`src/rtl/counter_arbiter.sv`:
```
// counter_arbiter: NREQ requesters share one interval counter.
// The round-robin winner holds grant for dur+1 cycles, then done pulses.
//
// Ports:
//   clk   - clock; all state changes on its rising edge
//   reset - synchronous active-high reset
//   req   - per-requester level request (bit i = requester i)
//   dur   - per-requester interval, slice [i*WIDTH +: WIDTH]
//   grant - registered one-hot grant (or zero)
//   done  - registered one-cycle completion pulse (one-hot or zero)
//   busy  - high whenever the state is not IDLE
//   count - registered interval counter value
module counter_arbiter #(
    parameter int NREQ  = 4,
    parameter int WIDTH = 21
) (
    input  logic                  clk,
    input  logic                  reset,
    input  logic [NREQ-1:0]       req,
    input  logic [NREQ*WIDTH-1:0] dur,
    output logic [NREQ-1:0]       grant,
    output logic [NREQ-1:0]       done,
    output logic                  busy,
    output logic [WIDTH-1:0]      count
);

    localparam int IW = $clog2(NREQ);

    typedef enum logic [1:0] {
        S_IDLE,
        S_RUN,
        S_DONE
    } state_t;

    state_t           state;
    state_t           state_n;
    logic [IW-1:0]    last;
    logic [IW-1:0]    last_n;
    logic [IW-1:0]    gidx;
    logic [IW-1:0]    gidx_n;
    logic [IW-1:0]    win;
    logic [IW-1:0]    cand;
    logic             any_req;
    logic [WIDTH-1:0] dur_lat;
    logic [WIDTH-1:0] dur_lat_n;
    logic [WIDTH-1:0] count_n;
    logic [NREQ-1:0]  grant_n;
    logic [NREQ-1:0]  done_n;

    // Round-robin search: scan from last+1 upward, wrapping, so the
    // most recently served requester is examined last.
    always_comb begin
        win     = last;
        cand    = last;
        any_req = 1'b0;
        for (int k = 1; k <= NREQ; k++) begin
            cand = IW'((int'(last) + k) % NREQ);
            if (!any_req && req[cand]) begin
                any_req = 1'b1;
                win     = cand;
            end
        end
    end

    always_comb begin
        state_n   = state;
        last_n    = last;
        gidx_n    = gidx;
        dur_lat_n = dur_lat;
        count_n   = count;
        grant_n   = grant;
        done_n    = '0;
        unique case (state)
            S_IDLE: begin
                grant_n = '0;
                count_n = '0;
                if (any_req) begin
                    state_n   = S_RUN;
                    gidx_n    = win;
                    grant_n   = NREQ'(1) << win;
                    dur_lat_n = dur[win*WIDTH +: WIDTH];
                end
            end
            S_RUN: begin
                // Abort outranks completion on the same edge.
                if (!req[gidx]) begin
                    state_n = S_IDLE;
                    grant_n = '0;
                    count_n = '0;
                    last_n  = gidx;
                end else if (count == dur_lat) begin
                    state_n = S_DONE;
                    grant_n = '0;
                    done_n  = NREQ'(1) << gidx;
                end else begin
                    count_n = count + WIDTH'(1);
                end
            end
            S_DONE: begin
                state_n = S_IDLE;
                last_n  = gidx;
                count_n = '0;
            end
            default: begin
                state_n = S_IDLE;
                grant_n = '0;
                count_n = '0;
            end
        endcase
    end

    always_ff @(posedge clk) begin
        if (reset) begin
            state   <= S_IDLE;
            last    <= IW'(NREQ - 1);
            gidx    <= '0;
            dur_lat <= '0;
            count   <= '0;
            grant   <= '0;
            done    <= '0;
        end else begin
            state   <= state_n;
            last    <= last_n;
            gidx    <= gidx_n;
            dur_lat <= dur_lat_n;
            count   <= count_n;
            grant   <= grant_n;
            done    <= done_n;
        end
    end

    assign busy = (state != S_IDLE);

endmodule

```
`config.mk`:
```
export PLATFORM = sky130hd
export DESIGN_NAME = counter_arbiter
export DESIGN_NICKNAME = d
export VERILOG_FILES = /design/src/rtl/counter_arbiter.sv
export SDC_FILE = /design/constraint.sdc
export NUM_CORES = 1
export LEC_CHECK = 0
export BUFFER_PORTS_ARGS = -buffer_cell sky130_fd_sc_hd__buf_4
export CELL_PAD_IN_SITES_DETAIL_PLACEMENT = 1
export CELL_PAD_IN_SITES_GLOBAL_PLACEMENT = 1
export CORE_ASPECT_RATIO = 0.5
export CORE_MARGIN = 8
export CORE_UTILIZATION = 39
export CTS_CLUSTER_SIZE = 10
export DETAILED_ROUTE_END_ITERATION = 10
export PLACE_DENSITY_LB_ADDON = 0.1
export SYNTH_ARGS = -nofsm -noshare
export SYNTH_HDL_FRONTEND = slang
export SYNTH_SLANG_ARGS = --single-unit
```
`constraint.sdc`:
```
create_clock -name clk -period 2.8 [get_ports clk]
set_input_delay 0.28 -clock clk [delete_from_list [all_inputs] [get_ports clk]]
set_output_delay 0.28 -clock clk [all_outputs]
set_load 0.02 [all_outputs]
```
-- After elaboration in Yosys (flattened, before gate mapping)
Cells that the tools add are included.
- add/subtract/negate cells: 5
- multipliers: 1
- order comparisons: 5
- eq/ne operators: 6
- shift operators: 3
- muxes and demuxes: 28
- bitwise gates (word level): 4
- reduce and logical (&&, ||, !) cells: 15
- operator list (operator ; count):
    indexed part select 84 x 8 -> 21 bit ; 1
    adder 21 x 1 -> 21 bit (second input constant) ; 1
    equality test 21 bit ; 1
    2-to-1 mux 2 bit ; 8
    less-than comparator 2 x 3 -> 1 bit (second input constant) ; 5
    2-to-1 mux 4 bit ; 3
    one-hot mux 4 bit (3 select lines) ; 1
    binary-select mux 1 bit (select 2 bit) ; 5
    2-to-1 mux 1 bit ; 9
    one-hot mux 2 bit (2 select lines) ; 2
    AND reduction 2 bit ; 4
    << shifter 1 x 2 -> 4 bit (first input constant) ; 2
    multiplier 2 x 5 -> 7 bit (second input constant) ; 1
    adder 2 x 1 -> 2 bit (second input constant) ; 2
    adder 2 bit (second input constant) ; 2
    inequality test 2 bit (second input constant) ; 2
    inverter 1 bit ; 4
    nonzero test 2 bit ; 2
    OR reduction 4 bit ; 1
    logical AND 1 bit ; 3
    logical NOT 1 bit ; 3
    inequality test 3 bit (second input constant) ; 1
    OR reduction 3 bit ; 1
    equality test 2 x 1 -> 1 bit (second input constant) ; 1
    other kinds (2) ; 2
- register bits after elaboration: 56
- input bits: 90
- output and inout port bits: 30
- logic and storage cells: 74

-- Depth between registers and ports, before layout
- depth after elaboration: 16
- mapped depth: 8
- depth with buffers taken out: 5

-- Worst setup path before layout
No wires, ideal clock.
- path kind: flip-flop to flip-flop
- from: register gidx[0]
- to: register count[20]
- library setup time: 0.127 ns
- data arrival time: 1.779 ns
- data required time: 2.673 ns
- setup slack: 0.894 ns
- cell stages (with the launch flop): 9
- path buffers: 3
- period minus slack after synthesis: 1.906 ns
- path through: dfxtp_1 > mux4_2 > and3b_1 > buf_2 > and2b_1 > buf_4 > buf_6 > nand2_1 > mux2i_1
- cells in the longest elaborated chain, start to end: 4
- RTL lines (item ; RTL line ; source):
    from (decl) ; 39 ; logic [IW-1:0] gidx;
    from (signal assigned) ; 124 ; gidx <= gidx_n;
    binary-select mux 1 bit (select 2 bit) ; 86 ; if (!req[gidx]) begin
    2-to-1 mux 1 bit (not written as such) ; 86 ;
    inverter 1 bit (no source line) ; - ;
    OR reduction 3 bit (no source line) ; - ;
    to (signal assigned) ; 126 ; count <= count_n;
    to (decl) ; 24 ; output logic [WIDTH-1:0] count
No other way between the ends. The select of a mux whose other input is x is not followed.
A chain may end at the register's enable or synchronous reset.

-- Worst setup path in the final report
- from: register count[2]
- to: register count[20]
- cells in the longest elaborated chain, start to end: 1
- elaborated cells between the ends (all ways): 2
- those cells by class: add/sub: 1; eq/ne: 1
- RTL lines (item ; RTL line):
    adder 21 x 1 -> 21 bit or equality test 21 bit (tied branches) ; 96, 91
Parallel ways exist; a longest one is shown, timed or not.

==> flow_summary.json <==
{
  "first_iter_violations": 178,
  "fin_worst_skew_ns": 0.006540,
  "clkSlewWorstSetupHoldPaths_ns": 0.08,
  "crit_type": "register to register",
  "sw_frac_of_total": 0.3406,
  "io_pins": 120,
  "rsz0062_at_grt": "no",
  "ys_warn_count": 0,
  "netlist.area_leader.share": 0.3224,
  "cts_max_level": 2,
  "slew_headroom": 0.5204,
  "clock_power_share": 0.285,
  "antenna_found_initial": 0,
  "ff2ff_setup_slack_ns": 0.61,
  "core_mm2": 0.008678,
  "synth_top_area_cell": "dfxtp_1",
  "die_w_um": 149.5,
  "numCtsBuffers": 5,
  "io_buffers": 119,
  "synth_top_family_by_area": "simple AND/OR/NAND/NOR gates",
  "critPathMaxStageDelay_ns": 0.64,
  "cts_tree": "built",
  "drc": 0,
  "grt_max_degree": 44,
  "rr_startpoint": "count[2]",
  "regArea_mm2": 0.001121,
  "yosys.area_share.simple": 0.2936,
  "fillers": 1081,
  "crit_fanout": 9,
  "critPathBufInv": 0,
  "routedWlPerCell_um": 19.22,
  "cp_top_family": "simple AND/OR/NAND/NOR gates",
  "setup_viol": 0,
  "dp_hpwl_um": 9640,
  "layout_setup_ws_ns": 0.6071,
  "status": "complete, no violations",
  "die_h_um": 82.77,
  "synthCells": 427,
  "drv_cap": 0,
  "gp_congestion": 0.8340,
  "multiInputGateArea_mm2": 0.002183,
  "hp-class": "input pin to register",
  "min_period_over_period": 0.7832,
  "switchingPower_mw": 0.7740,
  "crit_start": "count[2]",
  "synth_mux_area_frac": 0.06117,
  "vias": 3541,
  "final_nets": 621,
  "final_hold_viol_count": 0,
  "crit_chain": "nand4_1 > nor4_1 > nand3_1 > a211oi_1 > mux2i_1",
  "ys_seq_area_frac": 0.3224,
  "antenna_left": 0,
  "cts_buffer_depth": 2,
  "post_dp_cell_area_mm2": 0.004447,
  "clock_latency_ns": 0.30,
  "r2r-end": "count[20]",
  "seqPwrFrac": 0.405,
  "dieArea_mm2": 0.01238,
  "holdWs_ns": 0.2481,
  "viasPerCell": 5.465,
  "synthAdderAreaFrac": 0.003598,
  "required_ns": 3.02,
  "cpMaxStageDelayCell": "nor4_1",
  "hold_buffers": 0,
  "crit_cells": 5,
  "drive_gt1_frac": 0.2712,
  "crit_path_end": "count[20]",
  "synth_xor_area_frac": 0.05290,
  "track_usage": 0.2005,
  "rr_worst_depth": 5,
  "diodes": 0,
  "overflow": 0,
  "syn_nets": 518,
  "fin_cells": 648,
  "syn_to_final_growth_pct": 32.06,
  "fin_util": 0.5291,
  "cts_num_sinks": 56,
  "drtPass1Iterations": 4,
  "worst_slew_pin_slew_ns": 0.7194,
  "powerDensity_mw_per_mm2": 494.9,
  "peakVddDrop_mv": 0.2724,
  "wirelength_um": 12450,
  "dp_slack_ns": 0.6800,
  "grt_pass1_vias": 3589,
  "post_synth.cell_area_avg_um2": 8.143,
  "synth_compound_area_frac": 0.2148,
  "yosysUniqueCellTypes": 41,
  "min_period_ns": 2.193,
  "initial_core_util": 0.4007,
  "netlist_top_cells_area": "dfxtp_1 32%, a211oi_1 9.5%, and3_1 7.7%, nand2_1 6.0%, mux2i_1 5.5%",
  "cts-resized-gates": 0,
  "final_cell_mix": "128 x buf_4, 56 x nand2_1, 56 x dfxtp_1, 44 x a211oi_1, 43 x and3_1",
  "fin_area_mm2": 0.004592,
  "p_int_mw": 1.498,
  "setup.worst_path.end_class": "register",
  "rows": 24,
  "grt_pass1_wl_um": 19390,
  "finalSetupTns_ns": 0,
  "power.total_mw": 2.272,
  "p_comb_frac": 0.310,
  "critPathArrivalTime_ns": 2.41,
  "mostFrequentLayoutCell": "buf_4",
  "slew_violations": 0,
  "netlist_area_mm2": 0.003477,
  "cts_post_setup_buffers_inserted": 0,
  "cts-root-buf": "clkbuf_16",
  "start_kind": "register",
  "dp_cells": 640,
  "p_leak_nw": 2.014,
  "ys_ff_latch": 56,
  "fmax_mhz": 456.0
}
[cell families after synthesis]
logic type                 Yosys count
buffers and inverters               37
DFF                                 56
and+or+nand+nor                    186
xor gates and xnor gates            21
AOI/OAI and AO/OA                  106
muxes                               20
adders and majority gates            1
[synthesized netlist by cell type, drive strengths merged]
library cell	n
mux4	1
buf	15
nor2	8
o31ai	21
nand3	9
and3b	1
and3	43
or3	1
a211o	2
or2	3
nor3	4
and2b	1
and4	2
a211oi	44
o21ai	3
o21bai	1
a21oi	21
xor2	21
mux2i	19
o211ai	5
clkbuf	18
a221o	1
a221oi	1
nand2	57
nor4	15
nor2b	7
a21o	1
dfxtp	56
ha	1
inv	4
a32oi	4
nand2b	23
and2	2
nand4	9
or4	1
a21boi	2
[worst reg2reg max path: stages (launching register included)]
cell	delay (ns)
dfxtp_1	0.52
nand4_1	0.23
nor4_1	0.64
nand3_1	0.17
a211oi_1	0.32
mux2i_1	0.24
[power groups by stage]
| stage | Sequential, mW | Clock [mW] | Combinational (mW) |
|---|---|---|---|
| final | 0.921 | 0.648 | 0.704 |
| after global routing | 0.930 | 0.705 | 0.772 |
| after CTS | 0.922 | 0.662 | 0.704 |
| after detailed placement | 0.940 | 0 | 0.701 |
| after global placement | 0.937 | 0 | 0.696 |
| after floorplan | 0.926 | 0 | 0.454 |
[per-layer routing]
metal / track usage / share of wire / up-vias
met5: 0 / 0 / -
met4: 0.02997 / 0.0060 / 0
met3: 0.04405 / 0.045 / 8
met2: 0.3201 / 0.46 / 68
met1: 0.2781 / 0.49 / 1675
li1: - / - / 1790
[cell type report]
| type | count | area share |
|---|---|---|
| sequential | 56 | 0.2441 |
| timing repair buffer | 129 | 0.2136 |
| multi-input combinational | 334 | 0.4755 |
| tap | 117 | 0.03188 |
| clock buffer | 6 | 0.02807 |
| inverter | 4 | 0.003270 |
| clock inverter | 2 | 0.003542 |
[worst min path at each step]
stage | start | endpoint | slack, ns | cells past startpoint
3_3_place_gp | dur_lat[18] | dur_lat[18] | 0.46 | 2
4_1_cts | reset | gidx[1] | 0.24 | 2
6_report | reset | gidx[1] | 0.25 | 2
3_5_place_dp | dur_lat[18] | dur_lat[18] | 0.46 | 2
5_1_grt | reset | state[0] | 0.25 | 2
2_1_floorplan | dur_lat[0] | dur_lat[0] | 0.44 | 2
[flip-flops by register name, indices dropped and copies added, names as in the netlist]
name and flops:
count 21, done 4, dur_lat 21, gidx 2
grant 4, last 2, state 2
Note: power is estimated with default switching activity, not from simulation.
